<file path="src/rtl/cpu_pkg.sv">
// Shared constants and types for the decode/execute boundary of the integer pipeline.
package cpu_pkg;

    localparam int XLEN  = 32;
    localparam int RAW   = 5;
    localparam int CNT_W = 16;

    typedef enum logic [3:0] {
        ALU_ADD  = 4'd0,
        ALU_SUB  = 4'd1,
        ALU_AND  = 4'd2,
        ALU_OR   = 4'd3,
        ALU_XOR  = 4'd4,
        ALU_SLL  = 4'd5,
        ALU_SRL  = 4'd6,
        ALU_SRA  = 4'd7,
        ALU_SLT  = 4'd8,
        ALU_SLTU = 4'd9
    } alu_op_e;

    typedef enum logic [1:0] {
        RUN    = 2'd0,
        HOLD   = 2'd1,
        BUBBLE = 2'd2
    } stage_state_e;

    // Control bits of the ID/EX register that must be cleared together on a bubble or flush.
    typedef struct packed {
        logic valid;
        logic reg_write;
        logic mem_read;
    } ex_ctrl_t;

endpackage

</file>
<file path="src/rtl/id_ex_operand_stage_if.sv">
// Signal bundle between decode, register file, forwarding sources and the ID/EX stage.
interface id_ex_operand_stage_if
    import cpu_pkg::*;
#(
    parameter int XLEN  = cpu_pkg::XLEN,
    parameter int RAW   = cpu_pkg::RAW,
    parameter int CNT_W = cpu_pkg::CNT_W
);

    logic             id_valid;
    logic [RAW-1:0]   id_rs1;
    logic [RAW-1:0]   id_rs2;
    logic [RAW-1:0]   id_rd;
    logic             id_reg_write;
    logic             id_mem_read;
    logic             id_use_imm;
    logic [XLEN-1:0]  id_imm;
    logic [3:0]       id_alu_op;

    logic [RAW-1:0]   rf_raddr1;
    logic [RAW-1:0]   rf_raddr2;
    logic [XLEN-1:0]  rf_rdata1;
    logic [XLEN-1:0]  rf_rdata2;

    logic [RAW-1:0]   m_rd;
    logic             m_reg_write;
    logic [XLEN-1:0]  m_result;
    logic [RAW-1:0]   w_rd;
    logic             w_reg_write;
    logic [XLEN-1:0]  w_data;

    logic             ex_busy;
    logic             flush;
    logic             id_stall;

    logic             ex_valid;
    logic [RAW-1:0]   ex_rd;
    logic             ex_reg_write;
    logic             ex_mem_read;
    logic [3:0]       ex_alu_op;
    logic [XLEN-1:0]  ex_op_a;
    logic [XLEN-1:0]  ex_op_b;
    logic [XLEN-1:0]  ex_store_data;
    logic [CNT_W-1:0] stall_count;

    // Pipeline side driving decode results and forwarding sources.
    modport master (
        output id_valid, id_rs1, id_rs2, id_rd, id_reg_write, id_mem_read,
               id_use_imm, id_imm, id_alu_op,
               rf_rdata1, rf_rdata2,
               m_rd, m_reg_write, m_result, w_rd, w_reg_write, w_data,
               ex_busy, flush,
        input  rf_raddr1, rf_raddr2, id_stall,
               ex_valid, ex_rd, ex_reg_write, ex_mem_read, ex_alu_op,
               ex_op_a, ex_op_b, ex_store_data, stall_count
    );

    // The operand stage itself.
    modport slave (
        input  id_valid, id_rs1, id_rs2, id_rd, id_reg_write, id_mem_read,
               id_use_imm, id_imm, id_alu_op,
               rf_rdata1, rf_rdata2,
               m_rd, m_reg_write, m_result, w_rd, w_reg_write, w_data,
               ex_busy, flush,
        output rf_raddr1, rf_raddr2, id_stall,
               ex_valid, ex_rd, ex_reg_write, ex_mem_read, ex_alu_op,
               ex_op_a, ex_op_b, ex_store_data, stall_count
    );

endinterface

</file>
<file path="src/rtl/operand_forward_mux.sv">
// Selects one source operand: x0, EX/MEM result, MEM/WB write data, or register-file read data.
module operand_forward_mux
    import cpu_pkg::*;
#(
    parameter int XLEN = cpu_pkg::XLEN,
    parameter int RAW  = cpu_pkg::RAW
) (
    input  logic [RAW-1:0]  idx,
    input  logic [XLEN-1:0] rf_rdata,
    input  logic            m_reg_write,
    input  logic [RAW-1:0]  m_rd,
    input  logic [XLEN-1:0] m_result,
    input  logic            w_reg_write,
    input  logic [RAW-1:0]  w_rd,
    input  logic [XLEN-1:0] w_data,
    output logic [XLEN-1:0] operand
);

    // EX/MEM is the younger producer, so it outranks MEM/WB. The MEM/WB bypass is
    // required because the register file only commits w_data at the coming edge.
    always_comb begin
        // NOTE: assign a default first so every path drives 'operand'; otherwise a latch is inferred.
        operand = rf_rdata;
        if (idx == '0) begin
            operand = '0;
        end else if (m_reg_write && (m_rd == idx)) begin
            operand = m_result;
        end else if (w_reg_write && (w_rd == idx)) begin
            operand = w_data;
        end
    end

endmodule

</file>
<file path="src/rtl/id_ex_operand_stage.sv">
// Operand fetch with forwarding, load-use and busy stalls, flush, and the ID/EX pipeline register.
module id_ex_operand_stage
    import cpu_pkg::*;
#(
    parameter int XLEN  = cpu_pkg::XLEN,
    parameter int RAW   = cpu_pkg::RAW,
    parameter int CNT_W = cpu_pkg::CNT_W
) (
    input  logic clk,
    input  logic rst_n,
    id_ex_operand_stage_if.slave bus
);

    stage_state_e     state;
    stage_state_e     state_nxt;
    ex_ctrl_t         ex_ctrl;
    ex_ctrl_t         id_ctrl;
    logic [RAW-1:0]   ex_rd;
    logic [3:0]       ex_alu_op;
    logic [XLEN-1:0]  ex_op_a;
    logic [XLEN-1:0]  ex_op_b;
    logic [XLEN-1:0]  ex_store_data;
    logic [CNT_W-1:0] stall_count;
    logic [XLEN-1:0]  fwd1;
    logic [XLEN-1:0]  fwd2;
    logic             load_use;
    logic             id_stall;

    assign bus.rf_raddr1 = bus.id_rs1;
    assign bus.rf_raddr2 = bus.id_rs2;

    operand_forward_mux #(.XLEN(XLEN), .RAW(RAW)) u_fwd1 (
        .idx         (bus.id_rs1),
        .rf_rdata    (bus.rf_rdata1),
        .m_reg_write (bus.m_reg_write),
        .m_rd        (bus.m_rd),
        .m_result    (bus.m_result),
        .w_reg_write (bus.w_reg_write),
        .w_rd        (bus.w_rd),
        .w_data      (bus.w_data),
        .operand     (fwd1)
    );

    operand_forward_mux #(.XLEN(XLEN), .RAW(RAW)) u_fwd2 (
        .idx         (bus.id_rs2),
        .rf_rdata    (bus.rf_rdata2),
        .m_reg_write (bus.m_reg_write),
        .m_rd        (bus.m_rd),
        .m_result    (bus.m_result),
        .w_reg_write (bus.w_reg_write),
        .w_rd        (bus.w_rd),
        .w_data      (bus.w_data),
        .operand     (fwd2)
    );

    // A bubble already sits in ID/EX while in BUBBLE, so never stack a second one.
    assign load_use = bus.id_valid && ex_ctrl.valid && ex_ctrl.mem_read
                   && (ex_rd != '0)
                   && ((ex_rd == bus.id_rs1) || (ex_rd == bus.id_rs2))
                   && (state != BUBBLE);

    always_comb begin
        state_nxt = RUN;
        if (bus.flush) begin
            state_nxt = RUN;
        end else if (bus.ex_busy) begin
            state_nxt = HOLD;
        end else if (load_use) begin
            state_nxt = BUBBLE;
        end
    end

    // Stalling is exactly "not going to RUN"; a flush always forces RUN.
    assign id_stall = (state_nxt != RUN);

    assign id_ctrl.valid     = bus.id_valid && !bus.flush;
    assign id_ctrl.reg_write = bus.id_valid && !bus.flush && bus.id_reg_write;
    assign id_ctrl.mem_read  = bus.id_valid && !bus.flush && bus.id_mem_read;

    always_ff @(posedge clk or negedge rst_n) begin
        if (!rst_n) begin
            state         <= RUN;
            ex_ctrl       <= '0;
            ex_rd         <= '0;
            ex_alu_op     <= '0;
            ex_op_a       <= '0;
            ex_op_b       <= '0;
            ex_store_data <= '0;
            stall_count   <= '0;
        end else begin
            // NOTE: non-blocking assignments so every register samples pre-edge values.
            state <= state_nxt;

            if (id_stall && (stall_count != '1)) begin
                stall_count <= stall_count + CNT_W'(1);
            end

            case (state_nxt)
                HOLD: begin
                    ex_ctrl <= ex_ctrl;
                end
                BUBBLE: begin
                    ex_ctrl <= '0;
                end
                default: begin
                    ex_ctrl       <= id_ctrl;
                    ex_rd         <= bus.id_rd;
                    ex_alu_op     <= bus.id_alu_op;
                    ex_op_a       <= fwd1;
                    ex_op_b       <= bus.id_use_imm ? bus.id_imm : fwd2;
                    ex_store_data <= fwd2;
                end
            endcase
        end
    end

    assign bus.id_stall      = id_stall;
    assign bus.ex_valid      = ex_ctrl.valid;
    assign bus.ex_reg_write  = ex_ctrl.reg_write;
    assign bus.ex_mem_read   = ex_ctrl.mem_read;
    assign bus.ex_rd         = ex_rd;
    assign bus.ex_alu_op     = ex_alu_op;
    assign bus.ex_op_a       = ex_op_a;
    assign bus.ex_op_b       = ex_op_b;
    assign bus.ex_store_data = ex_store_data;
    assign bus.stall_count   = stall_count;

endmodule
</file>
<file path="src/flat_wrapper.sv">
// flat-port wrapper written by rule: the top's interface ports become plain ports
module id_ex_operand_stage_flat import cpu_pkg::*;
#(
    parameter int XLEN  = cpu_pkg::XLEN,
    parameter int RAW   = cpu_pkg::RAW,
    parameter int CNT_W = cpu_pkg::CNT_W
)
  (clk, rst_n, bus_id_valid, bus_id_rs1, bus_id_rs2, bus_id_rd, bus_id_reg_write, bus_id_mem_read, bus_id_use_imm, bus_id_imm, bus_id_alu_op, bus_rf_rdata1, bus_rf_rdata2, bus_m_rd, bus_m_reg_write, bus_m_result, bus_w_rd, bus_w_reg_write, bus_w_data, bus_ex_busy, bus_flush, bus_rf_raddr1, bus_rf_raddr2, bus_id_stall, bus_ex_valid, bus_ex_rd, bus_ex_reg_write, bus_ex_mem_read, bus_ex_alu_op, bus_ex_op_a, bus_ex_op_b, bus_ex_store_data, bus_stall_count);
  id_ex_operand_stage_if #(.XLEN(XLEN), .RAW(RAW), .CNT_W(CNT_W)) bus_i ();
  input  logic clk;
  input  logic rst_n;
  input wire logic [$bits(bus_i.id_valid)-1:0] bus_id_valid;
  input wire logic [$bits(bus_i.id_rs1)-1:0] bus_id_rs1;
  input wire logic [$bits(bus_i.id_rs2)-1:0] bus_id_rs2;
  input wire logic [$bits(bus_i.id_rd)-1:0] bus_id_rd;
  input wire logic [$bits(bus_i.id_reg_write)-1:0] bus_id_reg_write;
  input wire logic [$bits(bus_i.id_mem_read)-1:0] bus_id_mem_read;
  input wire logic [$bits(bus_i.id_use_imm)-1:0] bus_id_use_imm;
  input wire logic [$bits(bus_i.id_imm)-1:0] bus_id_imm;
  input wire logic [$bits(bus_i.id_alu_op)-1:0] bus_id_alu_op;
  input wire logic [$bits(bus_i.rf_rdata1)-1:0] bus_rf_rdata1;
  input wire logic [$bits(bus_i.rf_rdata2)-1:0] bus_rf_rdata2;
  input wire logic [$bits(bus_i.m_rd)-1:0] bus_m_rd;
  input wire logic [$bits(bus_i.m_reg_write)-1:0] bus_m_reg_write;
  input wire logic [$bits(bus_i.m_result)-1:0] bus_m_result;
  input wire logic [$bits(bus_i.w_rd)-1:0] bus_w_rd;
  input wire logic [$bits(bus_i.w_reg_write)-1:0] bus_w_reg_write;
  input wire logic [$bits(bus_i.w_data)-1:0] bus_w_data;
  input wire logic [$bits(bus_i.ex_busy)-1:0] bus_ex_busy;
  input wire logic [$bits(bus_i.flush)-1:0] bus_flush;
  output wire logic [$bits(bus_i.rf_raddr1)-1:0] bus_rf_raddr1;
  output wire logic [$bits(bus_i.rf_raddr2)-1:0] bus_rf_raddr2;
  output wire logic [$bits(bus_i.id_stall)-1:0] bus_id_stall;
  output wire logic [$bits(bus_i.ex_valid)-1:0] bus_ex_valid;
  output wire logic [$bits(bus_i.ex_rd)-1:0] bus_ex_rd;
  output wire logic [$bits(bus_i.ex_reg_write)-1:0] bus_ex_reg_write;
  output wire logic [$bits(bus_i.ex_mem_read)-1:0] bus_ex_mem_read;
  output wire logic [$bits(bus_i.ex_alu_op)-1:0] bus_ex_alu_op;
  output wire logic [$bits(bus_i.ex_op_a)-1:0] bus_ex_op_a;
  output wire logic [$bits(bus_i.ex_op_b)-1:0] bus_ex_op_b;
  output wire logic [$bits(bus_i.ex_store_data)-1:0] bus_ex_store_data;
  output wire logic [$bits(bus_i.stall_count)-1:0] bus_stall_count;
  assign bus_i.id_valid = bus_id_valid;
  assign bus_i.id_rs1 = bus_id_rs1;
  assign bus_i.id_rs2 = bus_id_rs2;
  assign bus_i.id_rd = bus_id_rd;
  assign bus_i.id_reg_write = bus_id_reg_write;
  assign bus_i.id_mem_read = bus_id_mem_read;
  assign bus_i.id_use_imm = bus_id_use_imm;
  assign bus_i.id_imm = bus_id_imm;
  assign bus_i.id_alu_op = bus_id_alu_op;
  assign bus_i.rf_rdata1 = bus_rf_rdata1;
  assign bus_i.rf_rdata2 = bus_rf_rdata2;
  assign bus_i.m_rd = bus_m_rd;
  assign bus_i.m_reg_write = bus_m_reg_write;
  assign bus_i.m_result = bus_m_result;
  assign bus_i.w_rd = bus_w_rd;
  assign bus_i.w_reg_write = bus_w_reg_write;
  assign bus_i.w_data = bus_w_data;
  assign bus_i.ex_busy = bus_ex_busy;
  assign bus_i.flush = bus_flush;
  assign bus_rf_raddr1 = bus_i.rf_raddr1;
  assign bus_rf_raddr2 = bus_i.rf_raddr2;
  assign bus_id_stall = bus_i.id_stall;
  assign bus_ex_valid = bus_i.ex_valid;
  assign bus_ex_rd = bus_i.ex_rd;
  assign bus_ex_reg_write = bus_i.ex_reg_write;
  assign bus_ex_mem_read = bus_i.ex_mem_read;
  assign bus_ex_alu_op = bus_i.ex_alu_op;
  assign bus_ex_op_a = bus_i.ex_op_a;
  assign bus_ex_op_b = bus_i.ex_op_b;
  assign bus_ex_store_data = bus_i.ex_store_data;
  assign bus_stall_count = bus_i.stall_count;
  id_ex_operand_stage #(.XLEN(XLEN), .RAW(RAW), .CNT_W(CNT_W)) u_core (.clk(clk), .rst_n(rst_n), .bus(bus_i));
endmodule
</file>
<file path="config.mk">
export PLATFORM = sky130hd
export DESIGN_NAME = id_ex_operand_stage_flat
export DESIGN_NICKNAME = d
export VERILOG_FILES = /design/src/rtl/cpu_pkg.sv /design/src/rtl/id_ex_operand_stage_if.sv /design/src/rtl/operand_forward_mux.sv /design/src/rtl/id_ex_operand_stage.sv /design/src/flat_wrapper.sv
export SDC_FILE = /design/constraint.sdc
export NUM_CORES = 1
export LEC_CHECK = 0
export BUFFER_PORTS_ARGS = -buffer_cell sky130_fd_sc_hd__buf_2
export CAP_MARGIN = 5
export CELL_PAD_IN_SITES_DETAIL_PLACEMENT = 0
export CELL_PAD_IN_SITES_GLOBAL_PLACEMENT = 1
export CORE_ASPECT_RATIO = 1.75
export CORE_MARGIN = 4
export CORE_UTILIZATION = 34
export DETAILED_ROUTE_END_ITERATION = 8
export HOLD_SLACK_MARGIN = 0.1
export PLACE_DENSITY = 0.84
export SYNTH_ARGS = -nofsm -noshare
export SYNTH_HDL_FRONTEND = slang
export SYNTH_SLANG_ARGS = --single-unit
</file>
<file path="constraint.sdc">
create_clock -name clk -period 3.35 [get_ports clk]
set_input_delay 0.335 -clock clk [delete_from_list [all_inputs] [get_ports clk]]
set_output_delay 0.335 -clock clk [all_outputs]
set_load 0.005 [all_outputs]
</file>
==> results of run 1 <==
[where the power goes]
group / switching [mW] / internal (mW) / total, mW / leakage, nW
registers: 0.126 / 1.70 / 1.82 / 1.54
clock network: 0.724 / 0.960 / 1.68 / 0.246
logic: 0.464 / 0.403 / 0.867 / 2.62
total: 1.31 / 3.06 / 4.37 / 4.41
[cell usage after synthesis (5+ instances only)]
cell type                  count
sky130_fd_sc_hd__mux2_2        9
sky130_fd_sc_hd__nand2_1      74
sky130_fd_sc_hd__xnor2_1      30
sky130_fd_sc_hd__dfrtp_1     126
sky130_fd_sc_hd__nand3_1      13
sky130_fd_sc_hd__buf_6         7
sky130_fd_sc_hd__buf_4        14
sky130_fd_sc_hd__clkbuf_1     24
sky130_fd_sc_hd__o31ai_1      54
sky130_fd_sc_hd__a211oi_2     20
sky130_fd_sc_hd__xor2_1       12
sky130_fd_sc_hd__inv_1         5
sky130_fd_sc_hd__nor2_1       68
sky130_fd_sc_hd__nor3_1       10
sky130_fd_sc_hd__o21ai_1      15
sky130_fd_sc_hd__and3_1       28
sky130_fd_sc_hd__a21oi_1      28
sky130_fd_sc_hd__a22o_1        6
sky130_fd_sc_hd__buf_2        11
sky130_fd_sc_hd__o21ai_0      25
sky130_fd_sc_hd__a211oi_1      6
sky130_fd_sc_hd__a221o_1       6
sky130_fd_sc_hd__a22oi_1      32
sky130_fd_sc_hd__mux2i_1      32
[per-stage QoR]
step           setup slack [ns]   util
6_report                  0.431  0.461
5_1_grt                   0.210  0.461
4_1_cts                   0.410  0.460
3_3_place_gp              0.379  0.433
2_1_floorplan             0.790      -
3_5_place_dp              0.291  0.433
[path summary, 6_finish.rpt]
check	endpoint	slack (ns)	cells past startpoint
max in group asynchronous	u_core.bus.ex_store_data[1]$_DFFE_PN0N_	2.12	3
min in group asynchronous	u_core.bus.stall_count[4]$_DFFE_PN0P_	0.45	2
setup / recovery	u_core.bus.ex_op_a[16]$_DFFE_PN0N_	0.43	8
setup reg to reg	u_core.bus.ex_op_a[16]$_DFFE_PN0N_	0.43	8
hold reg to reg	u_core.bus.ex_store_data[0]$_DFFE_PN0N_	0.48	2
hold / removal	u_core.bus.ex_alu_op[1]$_DFFE_PN0N_	0.15	2
[logic make-up (layout without fill, tap and decap cells)]
logic type | after synthesis | in the layout | share of synthesized area
AO/OA/AOI/OAI | 209 | 209 | 0.227
AND/OR/NAND/NOR | 217 | 217 | 0.144
XOR/XNOR | 42 | 42 | 0.0528
multiplexers | 42 | 42 | 0.0622
adder cells (fa/ha/maj) | 4 | 4 | 0.00719
other | 0 | 8 | 0
flip-flops | 126 | 126 | 0.453
buffers and inverters | 66 | 382 | 0.0532
[worst max-delay path, cell delays in order (launching register included)]
cell and delay [ns]:
sky130_fd_sc_hd__dfrtp_1 0.46, sky130_fd_sc_hd__xnor2_1 0.18, sky130_fd_sc_hd__nand3_1 0.08, sky130_fd_sc_hd__o31ai_1 0.32, sky130_fd_sc_hd__o211ai_1 0.22, sky130_fd_sc_hd__ha_4 0.37
sky130_fd_sc_hd__o21bai_1 0.18, sky130_fd_sc_hd__or2_2 0.70, sky130_fd_sc_hd__o21ai_0 0.22
[layer usage]
metal,vias to the layer above,share of wire,global-route usage
met3,61,0.053,0.0411
met2,261,0.52,0.390
li1,3190,-,-
met5,-,0.00077,0
met4,4,0.044,0.124
met1,3250,0.38,0.257
[state kept, by name (all words and copies together) (netlist names)]
register and flops:
u_core.bus.ex_store_data 32, u_core.bus.ex_rd 5, u_core.bus.ex_mem_read 1, u_core.bus.stall_count 16, u_core.bus.ex_alu_op 4, u_core.state 2, u_core.bus.ex_valid 1, u_core.bus.ex_op_b 32
u_core.bus.ex_reg_write 1, u_core.bus.ex_op_a 32
[layout make-up]
type	instances	area, µm²	share of cell area
Antenna cell	8	20.0	0.00215
Multi-Input combinational cell	514	3460	0.371
Clock buffer	18	439	0.0471
Inverter	5	18.8	0.00201
Timing Repair Buffer	346	1820	0.196
Tap cell	248	310	0.0333
Sequential cell	126	3150	0.338
Clock inverter	13	95.1	0.0102
==> impl_table.tex, run 1 <==
\begin{tabular}{lr}
\hline
Metric & Value \\
\hline
\multicolumn{2}{l}{\textbf{Logic synthesis}} \\
Mapped Nets & around 910 \\
Number of synthesized flops with an enable pin & 0 \\
Post-synthesis cell area & 6960 µm² \\
Cells after synthesis & just over 700 \\
Synthesis warning total & 0 \\
\#FFs+latches synth & 126 \\
Share of synthesized registers carrying an async set or reset & 1.00 \\
Yosys top cell area share & 0.453 \\
Largest area contributor in the synthesized netlist & sky130\_fd\_sc\_hd\_\_dfrtp\_1 \\
Top cells by area, synth & sky130\_fd\_sc\_hd\_\_dfrtp\_1, sky130\_fd\_sc\_hd\_\_o31ai\_1, sky130\_fd\_sc\_hd\_\_mux2i\_1 \\
Post-Synthesis Mean Instance Area & 9.86 µm² \\
Sequential-to-total area share from yosys stat & 0.453 \\
Number of unique standard cell types used by synthesis & 54 \\
Most common flop cell mapped by yosys & sky130\_fd\_sc\_hd\_\_dfrtp\_1 \\
\multicolumn{2}{l}{\textbf{STA}} \\
Final Slew Violations & 0 \\
Clock skew after layout & 0.0143 ns \\
Tcrit/Tclk final & 0.871 \\
Fmax achieved & 0.343 GHz \\
Minimum period implied by the final worst setup slack & 2.92 ns \\
Actual transition at the worst max-transition pin & 0.964 ns \\
Number of endpoints failing setup at the final stage & 0 \\
Setup repair after global routing missed its margin & no \\
Hold Slack & 0.147 ns \\
Number of hold violations in the final report & 0 \\
Rel. slew slack & 0.358 \\
Summed negative setup slack over all endpoints & 0 ns \\
\multicolumn{2}{l}{\textbf{Setup path}} \\
Critical path launch point type & flop \\
Crit path capture type & flop \\
Crit. Startpoint & u\_core.bus.ex\_rd[1]\$\_DFFE\_PN0N\_ \\
Worst Path Required & roughly 3.6 ns \\
Path type of the worst setup path & flop to flop \\
Critical-path maximum fanout & 32 \\
Worst reg2reg startpoint & u\_core.bus.ex\_rd[1]\$\_DFFE\_PN0N\_ \\
Arrival time at the worst endpoint & between 3 and 4 ns \\
\multicolumn{2}{l}{\textbf{Detailed routing}} \\
Detail-routed net length per standard cell & 20.4 µm \\
Routed vias & just under 7,000 \\
Final routed wirelength across all metal layers & 26.0 mm \\
First-pass iteration count of the detailed router & 5 \\
Remaining routing DRC violations & 0 \\
DRC marker count from the first detailed-route iteration & 347 \\
Antenna viol nets, final & 0 \\
Routed vias/inst & 5.29 \\
\multicolumn{2}{l}{\textbf{Final layout}} \\
Post-route cell area & between 9000 and 10,000 µm² \\
Non-filler cells in the finished layout & 1,278 \\
Leading cell types in the layout, fill and taps excluded & sky130\_fd\_sc\_hd\_\_buf\_2, sky130\_fd\_sc\_hd\_\_dfrtp\_1, sky130\_fd\_sc\_hd\_\_nand2\_1, sky130\_fd\_sc\_hd\_\_nor2\_1, sky130\_fd\_sc\_hd\_\_o31ai\_1 \\
Fill cell total of the finished layout & 2,042 \\
Area growth from synthesis to layout & 33.9\% \\
Most common cell after layout, fill and taps aside & sky130\_fd\_sc\_hd\_\_buf\_2 \\
Fraction of final layout cells with drive strength greater than 1 & 0.409 \\
Final-stage net count & 1,213 \\
\multicolumn{2}{l}{\textbf{Clock tree}} \\
Number of buffers on the longest clock path & 2 \\
Clock root buffer & sky130\_fd\_sc\_hd\_\_clkbuf\_16 \\
Sink Count & 126 \\
Number of cells upsized or downsized after cts & 0 \\
Clock insertion delay at the later pin of the skew report & 0.42 ns \\
Post-CTS repair timing setup buffer count & 0 \\
TritonCTS clock tree & built \\
Clock-pin slew on the worst setup and hold paths & 0.06 ns \\
Num CTS Buffers & 17 \\
H-tree levels & 4 \\
Count of hold-fix buffers inserted at cts & 1 \\
\multicolumn{2}{l}{\textbf{Place}} \\
Number of placed cells counting well taps & 1,238 \\
Total of buffers placed on input and output ports & 333 \\
Dpl hpwl & 19.2 mm \\
Placer Congestion & 0.838 \\
Placement Cell Area & 8750 µm² \\
\multicolumn{2}{l}{\textbf{Die}} \\
Core area & between 20,000 and 25,000 µm² \\
Rows & between 60 and 70 \\
Die Y & 197 µm \\
Area of the die & 22,900 µm² \\
Horizontal die dimension & 116 µm \\
IO Count & 334 \\
Effective utilization at floorplan & 0.345 \\
\multicolumn{2}{l}{\textbf{Min path}} \\
Hold Crit Class & input pin to flop \\
Worst hold path startpoint & bus\_id\_alu\_op[1] \\
\multicolumn{2}{l}{\textbf{Global routing}} \\
Largest net degree at the start of global routing & 77 \\
First-pass GRT wire length & 39.1 mm \\
Number of global-route vias before repair & 7,107 \\
Total global routing track utilization & 0.225 \\
Number of antenna violations at the first check in global routing & 10 \\
Total grt overflow & 0 \\
\multicolumn{2}{l}{\textbf{Power}} \\
Power consumption & 4.37 mW \\
Leakage component of the power & 4.41 nW \\
Worst ir drop on vdd & 0.000248 V \\
PD cells & 469 nW/µm² \\
\multicolumn{2}{l}{\textbf{Flow run}} \\
Max-cap violations & 0 \\
\multicolumn{2}{l}{\textbf{Status}} \\
Outcome & complete, no violations \\
\hline
\end{tabular}
No activity file was read; power rests on OpenSTA's default activity.
==> run 2: changes to the inputs <==
--- a/config.mk
+++ b/config.mk
@@ -12,6 +12,7 @@
 export CORE_ASPECT_RATIO = 1.75
 export CORE_MARGIN = 4
 export CORE_UTILIZATION = 34
+export CTS_CLUSTER_DIAMETER = 80
 export DETAILED_ROUTE_END_ITERATION = 8
 export HOLD_SLACK_MARGIN = 0.1
 export PLACE_DENSITY = 0.84
==> constraint.sdc (replaced) <==
create_clock -name clk -period 2.8 [get_ports clk]
set_input_delay 0.28 -clock clk [delete_from_list [all_inputs] [get_ports clk]]
set_output_delay 0.28 -clock clk [all_outputs]
set_load 0.005 [all_outputs]
==> impl_table.tex, run 2 (synthesis gave the netlist of run 1 again) <==
\begin{tabular}{lr}
\hline
Metric & Value \\
\hline
\multicolumn{2}{l}{\textbf{STA}} \\
Number of hold violations in the final report & 0 (unchanged) \\
Tcrit/Tclk final & 0.952 (was 0.871) \\
Worst setup slack after layout & 0.135 ns (was 0.431 ns) \\
Actual transition at the worst max-transition pin & 0.601 ns (was 0.964 ns) \\
Summed negative setup slack over all endpoints & 0 ns (unchanged) \\
Rel. slew slack & 0.596 (was 0.358) \\
Hold Slack & 0.123 ns (was 0.147 ns) \\
Fmax achieved & 0.375 GHz (was 0.343 GHz) \\
Clock skew after layout & 0.0108 ns (was 0.0143 ns) \\
Final Slew Violations & 0 (unchanged) \\
Setup repair after global routing missed its margin & no (unchanged) \\
Minimum period implied by the final worst setup slack & 2.66 ns (was 2.92 ns) \\
Number of endpoints failing setup at the final stage & 0 (unchanged) \\
\multicolumn{2}{l}{\textbf{Power}} \\
Leakage component of the power & 4.65 nW (was 4.41 nW) \\
PD cells & 580 nW/µm² (was 469 nW/µm²) \\
Worst ir drop on vdd & 0.000553 V (was 0.000248 V) \\
\multicolumn{2}{l}{\textbf{Flow run}} \\
Max-cap violations & 0 (unchanged) \\
\multicolumn{2}{l}{\textbf{Final layout}} \\
Fraction of final layout cells with drive strength greater than 1 & 0.405 (was 0.409) \\
Non-filler cells in the finished layout & 1,315 (was 1,278) \\
Fill cell total of the finished layout & 1,942 (was 2,042) \\
Register Area & 3150 µm² (unchanged) \\
Multi-input combinational cell area & 3460 µm² (unchanged) \\
Leading cell types in the layout, fill and taps excluded & sky130\_fd\_sc\_hd\_\_buf\_2, sky130\_fd\_sc\_hd\_\_dfrtp\_1, sky130\_fd\_sc\_hd\_\_nand2\_1, sky130\_fd\_sc\_hd\_\_nor2\_1, sky130\_fd\_sc\_hd\_\_o31ai\_1 (unchanged) \\
Area growth from synthesis to layout & 40.8\% (was 33.9\%) \\
Final-stage net count & 1,253 (was 1,213) \\
Most common cell after layout, fill and taps aside & sky130\_fd\_sc\_hd\_\_buf\_2 (unchanged) \\
Largest registers & u\_core.bus.ex\_op\_a x32, u\_core.bus.ex\_op\_b x32, u\_core.bus.ex\_store\_data x32 (unchanged) \\
\multicolumn{2}{l}{\textbf{Global routing}} \\
Number of antenna violations at the first check in global routing & 6 (was 10) \\
Total global routing track utilization & 0.229 (was 0.225) \\
Largest net degree at the start of global routing & 75 (was 77) \\
Number of global-route vias before repair & 7,225 (was 7,107) \\
First-pass GRT wire length & 39.8 mm (was 39.1 mm) \\
Total grt overflow & 0 (unchanged) \\
\multicolumn{2}{l}{\textbf{Clock tree}} \\
Sink Count & 126 (unchanged) \\
Post-CTS repair timing setup buffer count & 0 (unchanged) \\
H-tree levels & 4 (unchanged) \\
Number of buffers on the longest clock path & 2 (unchanged) \\
Clock root buffer & sky130\_fd\_sc\_hd\_\_clkbuf\_16 (unchanged) \\
Num CTS Buffers & 17 (unchanged) \\
TritonCTS clock tree & built (unchanged) \\
Clock insertion delay at the later pin of the skew report & 0.43 ns (was 0.42 ns) \\
Clock-pin slew on the worst setup and hold paths & 0.06 ns (about the same) \\
\multicolumn{2}{l}{\textbf{Setup path}} \\
Worst Path Required & 3.14 ns (was 3.59 ns) \\
Worst-path cell with the longest stage delay & sky130\_fd\_sc\_hd\_\_or4\_1 (was sky130\_fd\_sc\_hd\_\_or2\_2) \\
Critical path launch point type & flop (unchanged) \\
Arrival time at the worst endpoint & 3.00 ns (was 3.16 ns) \\
Critical-path maximum fanout & 24 (was 32) \\
Cell Chain, Critical Path & or4\_1 -> o211ai\_1 -> ha\_4 -> o21bai\_1 -> or2\_2 -> buf\_12 -> o21ai\_0 (was xnor2\_1 -> nand3\_1 -> o31ai\_1 -> o211ai\_1 -> ha\_4 -> o21bai\_1 -> or2\_2 -> o21ai\_0) \\
Crit path capture type & flop (unchanged) \\
Path type of the worst setup path & flop to flop (unchanged) \\
Bufs and invs on worst path & 1 (was 0) \\
Largest stage delay on the critical path & 0.56 ns (was 0.70 ns) \\
Kind of cell adding the most delay to the critical path & simple AND/OR/NAND/NOR gates (was compound AO/OA/AOI/OAI gates) \\
\multicolumn{2}{l}{\textbf{Die}} \\
IO Count & 334 (unchanged) \\
Effective utilization at floorplan & 0.345 (unchanged) \\
Core area & 20,200 µm² (unchanged) \\
Die Y & 197 µm (unchanged) \\
Horizontal die dimension & 116 µm (unchanged) \\
Rows & 69 (unchanged) \\
Area of the die & 22,900 µm² (unchanged) \\
\multicolumn{2}{l}{\textbf{Min path}} \\
Hold Crit Class & input pin to flop (unchanged) \\
\multicolumn{2}{l}{\textbf{Detailed routing}} \\
First-pass iteration count of the detailed router & 5 (unchanged) \\
Final routed wirelength across all metal layers & 26.7 mm (was 26.0 mm) \\
Routed vias & 7,031 (was 6,766) \\
Routed vias/inst & 5.35 (was 5.29) \\
DRC marker count from the first detailed-route iteration & 528 (was 347) \\
Detail-routed net length per standard cell & 20.3 µm (was 20.4 µm) \\
Antenna viol nets, final & 0 (unchanged) \\
Remaining routing DRC violations & 0 (unchanged) \\
\multicolumn{2}{l}{\textbf{Place}} \\
Dpl hpwl & 19.8 mm (was 19.2 mm) \\
Total of buffers placed on input and output ports & 333 (unchanged) \\
Number of placed cells counting well taps & 1,251 (was 1,238) \\
Post-Place Setup Slack & 0.0770 ns (was 0.291 ns) \\
Placer Congestion & 0.859 (was 0.838) \\
\multicolumn{2}{l}{\textbf{Status}} \\
Outcome & complete, no violations (unchanged) \\
\hline
\end{tabular}
==> run 2: cell count changes in the layout (fill, tap and decap cells not counted), sizes merged <==
cell and change:
dlygate4sd3 +27, buf +13, clkinvlp -5, bufinv +4, clkbuf +4, diode -4
clkinv -1, inv -1
==> run 2: report_power, final <==
part           internal (mW)  switching [mW]  total [mW]
sequential              2.03           0.153        2.18
combinational          0.524           0.571        1.09
clock                   1.56           0.846        2.40
==> run 2: what timing repair did <==
item / CTS / global route
gates resized for setup: 0 / 0
setup endpoints to repair: 0 / 26
hold buffers: 28 / 0
hold endpoints to repair: 60 / 0
==> run 2: stage by stage <==
step           area, µm²  total power, mW   util
2_1_floorplan       6960             2.66      -
3_3_place_gp        8880             3.26  0.439
3_5_place_dp        8880             3.28  0.439
4_1_cts             9790             5.73  0.485
5_1_grt             9800             5.94  0.485
6_report            9800             5.68  0.485
==> run 2: final timing paths <==
check                                                          end                                    start  cells after the start  slack [ns]
setup / recovery                u_core.bus.ex_op_a[31]$_DFFE_PN0N_          u_core.bus.ex_rd[0]$_DFFE_PN0N_                      7        0.14
setup reg to reg                u_core.bus.ex_op_a[31]$_DFFE_PN0N_          u_core.bus.ex_rd[0]$_DFFE_PN0N_                      7        0.14
max in group asynchronous        u_core.bus.ex_op_a[1]$_DFFE_PN0N_                                    rst_n                      3        1.74
hold reg to reg            u_core.bus.ex_store_data[2]$_DFFE_PN0N_  u_core.bus.ex_store_data[2]$_DFFE_PN0N_                      2        0.48
min in group asynchronous    u_core.bus.stall_count[2]$_DFFE_PN0P_                                    rst_n                      2        0.31
hold / removal                  u_core.bus.ex_op_a[27]$_DFFE_PN0N_                         bus_m_result[27]                      3        0.12
==> run 2: routing by layer <==
metal | track usage | part of all wire
met5 | 0 | 0.00075
met1 | 0.260 | 0.37
met4 | 0.135 | 0.048
met3 | 0.0460 | 0.067
met2 | 0.391 | 0.52
==> run 2: final cells by class <==
class,instances,area share
timing repair buffer,386,0.226
multi-input combinational,514,0.353
inverter,5,0.00191
sequential,126,0.322
antenna,4,0.00102
clock inverter,10,0.0163
tap,248,0.0317
clock buffer,22,0.0484
==> run 2: worst min-delay path: cells and delay by family <==
kind	cells	cell delay, ns
AO/OA/AOI/OAI	2	0.13
buffers and inverters	1	0.10
==> run 3: changes to the inputs <==
--- a/config.mk
+++ b/config.mk
@@ -14,8 +14,10 @@
 export CORE_UTILIZATION = 34
 export CTS_CLUSTER_DIAMETER = 80
 export DETAILED_ROUTE_END_ITERATION = 8
+export GPL_ROUTABILITY_DRIVEN = 0
 export HOLD_SLACK_MARGIN = 0.1
 export PLACE_DENSITY = 0.84
+export REMOVE_ABC_BUFFERS = 1
 export SYNTH_ARGS = -nofsm -noshare
 export SYNTH_HDL_FRONTEND = slang
 export SYNTH_SLANG_ARGS = --single-unit
==> impl_table.tex, run 3 (synthesis gave the netlist of run 1 again) <==
\begin{tabular}{lr}
\hline
Metric & Value \\
\hline
\multicolumn{2}{l}{\textbf{Final layout}} \\
Final-stage net count & 1,249 (was 1,253) \\
Most common cell after layout, fill and taps aside & sky130\_fd\_sc\_hd\_\_buf\_2 (unchanged) \\
Fraction of final layout cells with drive strength greater than 1 & 0.413 (was 0.405) \\
Area growth from synthesis to layout & 40.3\% (was 40.8\%) \\
Largest registers & u\_core.bus.ex\_op\_a x32, u\_core.bus.ex\_op\_b x32, u\_core.bus.ex\_store\_data x32 (unchanged) \\
Leading cell types in the layout, fill and taps excluded & sky130\_fd\_sc\_hd\_\_buf\_2, sky130\_fd\_sc\_hd\_\_dfrtp\_1, sky130\_fd\_sc\_hd\_\_nand2\_1, sky130\_fd\_sc\_hd\_\_nor2\_1, sky130\_fd\_sc\_hd\_\_o31ai\_1 (unchanged) \\
\multicolumn{2}{l}{\textbf{Global routing}} \\
First-pass GRT wire length & 40.5 mm (was 39.8 mm) \\
Total grt overflow & 0 (unchanged) \\
Number of antenna violations at the first check in global routing & 10 (was 6) \\
Largest net degree at the start of global routing & 127 (was 75) \\
Number of global-route vias before repair & 7,227 (was 7,225) \\
Total global routing track utilization & 0.233 (was 0.229) \\
\multicolumn{2}{l}{\textbf{Power}} \\
PD cells & 584 nW/µm² (was 580 nW/µm²) \\
Power consumption & 5.70 mW (was 5.68 mW) \\
Leakage component of the power & 4.64 nW (was 4.65 nW) \\
Worst ir drop on vdd & 0.000393 V (was 0.000553 V) \\
\multicolumn{2}{l}{\textbf{Place}} \\
Dpl hpwl & 20.1 mm (was 19.8 mm) \\
Total of buffers placed on input and output ports & 333 (unchanged) \\
Post-Place Setup Slack & -0.0463 ns (was 0.0770 ns) \\
\multicolumn{2}{l}{\textbf{Die}} \\
Core area & 20,200 µm² (unchanged) \\
Horizontal die dimension & 116 µm (unchanged) \\
Rows & 69 (unchanged) \\
Die Y & 197 µm (unchanged) \\
IO Count & 334 (unchanged) \\
Area of the die & 22,900 µm² (unchanged) \\
Effective utilization at floorplan & 0.345 (unchanged) \\
\multicolumn{2}{l}{\textbf{STA}} \\
Minimum period implied by the final worst setup slack & 2.71 ns (was 2.66 ns) \\
Number of endpoints failing setup at the final stage & 0 (unchanged) \\
Number of hold violations in the final report & 0 (unchanged) \\
Rel. slew slack & 0.532 (was 0.596) \\
Fmax achieved & 0.370 GHz (was 0.375 GHz) \\
Clock skew after layout & 0.0129 ns (was 0.0108 ns) \\
Tcrit/Tclk final & 0.966 (was 0.952) \\
Final Slew Violations & 0 (unchanged) \\
Worst setup slack after layout & 0.0941 ns (was 0.135 ns) \\
Actual transition at the worst max-transition pin & 0.702 ns (was 0.601 ns) \\
\multicolumn{2}{l}{\textbf{Detailed routing}} \\
Routed vias & 6,997 (was 7,031) \\
Routed vias/inst & 5.32 (was 5.35) \\
DRC marker count from the first detailed-route iteration & 484 (was 528) \\
Detail-routed net length per standard cell & 21.0 µm (was 20.3 µm) \\
Remaining routing DRC violations & 0 (unchanged) \\
Antenna viol nets, final & 0 (unchanged) \\
First-pass iteration count of the detailed router & 5 (unchanged) \\
Final routed wirelength across all metal layers & 27.5 mm (was 26.7 mm) \\
\multicolumn{2}{l}{\textbf{Clock tree}} \\
Clock-pin slew on the worst setup and hold paths & 0.06 ns (about the same) \\
Clock insertion delay at the later pin of the skew report & 0.43 ns (about the same) \\
Sink Count & 126 (unchanged) \\
H-tree levels & 4 (unchanged) \\
Num CTS Buffers & 17 (unchanged) \\
Clock root buffer & sky130\_fd\_sc\_hd\_\_clkbuf\_16 (unchanged) \\
Number of buffers on the longest clock path & 2 (unchanged) \\
TritonCTS clock tree & built (unchanged) \\
\multicolumn{2}{l}{\textbf{Setup path}} \\
Critical-path maximum fanout & 7 (was 24) \\
Path type of the worst setup path & flop to flop (unchanged) \\
Crit path capture type & flop (unchanged) \\
Arrival time at the worst endpoint & 3.00 ns (about the same) \\
Critical path launch point type & flop (unchanged) \\
Worst Path Required & 3.09 ns (was 3.14 ns) \\
\multicolumn{2}{l}{\textbf{Flow run}} \\
Max-cap violations & 0 (unchanged) \\
\multicolumn{2}{l}{\textbf{Min path}} \\
Hold Crit Class & input pin to flop (unchanged) \\
\multicolumn{2}{l}{\textbf{Status}} \\
Outcome & complete, no violations (unchanged) \\
\hline
\end{tabular}
[run 3: cell type report]
class	instances	area (µm²)
Fill cell	1984	10400
Multi-Input combinational cell	514	3460
Sequential cell	126	3150
Timing Repair Buffer	382	2150
Clock buffer	20	467
Tap cell	248	310
Clock inverter	12	184
Inverter	5	18.8
Antenna cell	7	17.5
[run 3: critical path: stages, from the launching register on]
cell and delay, ns:
sky130_fd_sc_hd__dfrtp_1 0.36, sky130_fd_sc_hd__nand2_1 0.06, sky130_fd_sc_hd__a2111oi_0 0.57, sky130_fd_sc_hd__o211ai_1 0.31, sky130_fd_sc_hd__ha_4 0.39, sky130_fd_sc_hd__o21bai_1 0.19
sky130_fd_sc_hd__nor4_4 0.05, sky130_fd_sc_hd__buf_4 0.16, sky130_fd_sc_hd__clkbuf_4 0.20, sky130_fd_sc_hd__a22oi_1 0.16, sky130_fd_sc_hd__o21ai_0 0.11
[run 3: per-stage QoR]
stage          setup TNS (ns)  hold WS [ns]  cells  cell area (µm²)  utilization
2_1_floorplan         -190.01       -0.0156    645             6610            -
3_3_place_gp                0         0.444   1249             8830        0.437
3_5_place_dp           -0.740         0.453   1249             8830        0.437
4_1_cts                     0         0.102   1302             9690        0.480
5_1_grt                 -3.16         0.106   1313             9760        0.483
6_report                    0         0.116   1314             9760        0.483
[run 3: what timing repair did]
action                     in CTS  in global routing
setup endpoints to repair       0                 32
hold endpoints to repair      146                  0
buffers inserted                0                  3
hold buffers                   21                  0
gates resized for setup         0                  8
[run 3: worst paths after layout]
kind | cells past startpoint | to | startpoint | slack [ns]
max | 10 | u_core.bus.ex_op_a[17]$_DFFE_PN0N_ | u_core.bus.ex_valid$_DFFE_PN0P_ | 0.09
min | 2 | u_core.bus.ex_rd[0]$_DFFE_PN0N_ | bus_id_rd[0] | 0.12
max reg2reg | 10 | u_core.bus.ex_op_a[17]$_DFFE_PN0N_ | u_core.bus.ex_valid$_DFFE_PN0P_ | 0.09
min reg2reg | 2 | u_core.bus.ex_store_data[4]$_DFFE_PN0N_ | u_core.bus.ex_store_data[4]$_DFFE_PN0N_ | 0.48
max in group asynchronous | 3 | u_core.bus.ex_rd[1]$_DFFE_PN0N_ | rst_n | 1.74
min in group asynchronous | 3 | u_core.bus.ex_op_a[1]$_DFFE_PN0N_ | rst_n | 0.52
[run 3: report_power, final]
group	leakage (nW)	switching [mW]	internal, mW
Clock	0.313	0.872	1.57
Combinational	2.79	0.563	0.515
Sequential	1.54	0.153	2.03
Total	4.64	1.59	4.11
[run 3: metal layers]
metal  global-route usage  part of all wire  wire (µm)  vias to the layer above
li1                     -                 -          -                     3256
met1                0.257              0.36       9970                     3353
met2                0.419              0.53      14600                      319
met3               0.0555             0.071       1950                       61
met4                0.103             0.035        954                        8
met5                    0            0.0020         54                        -
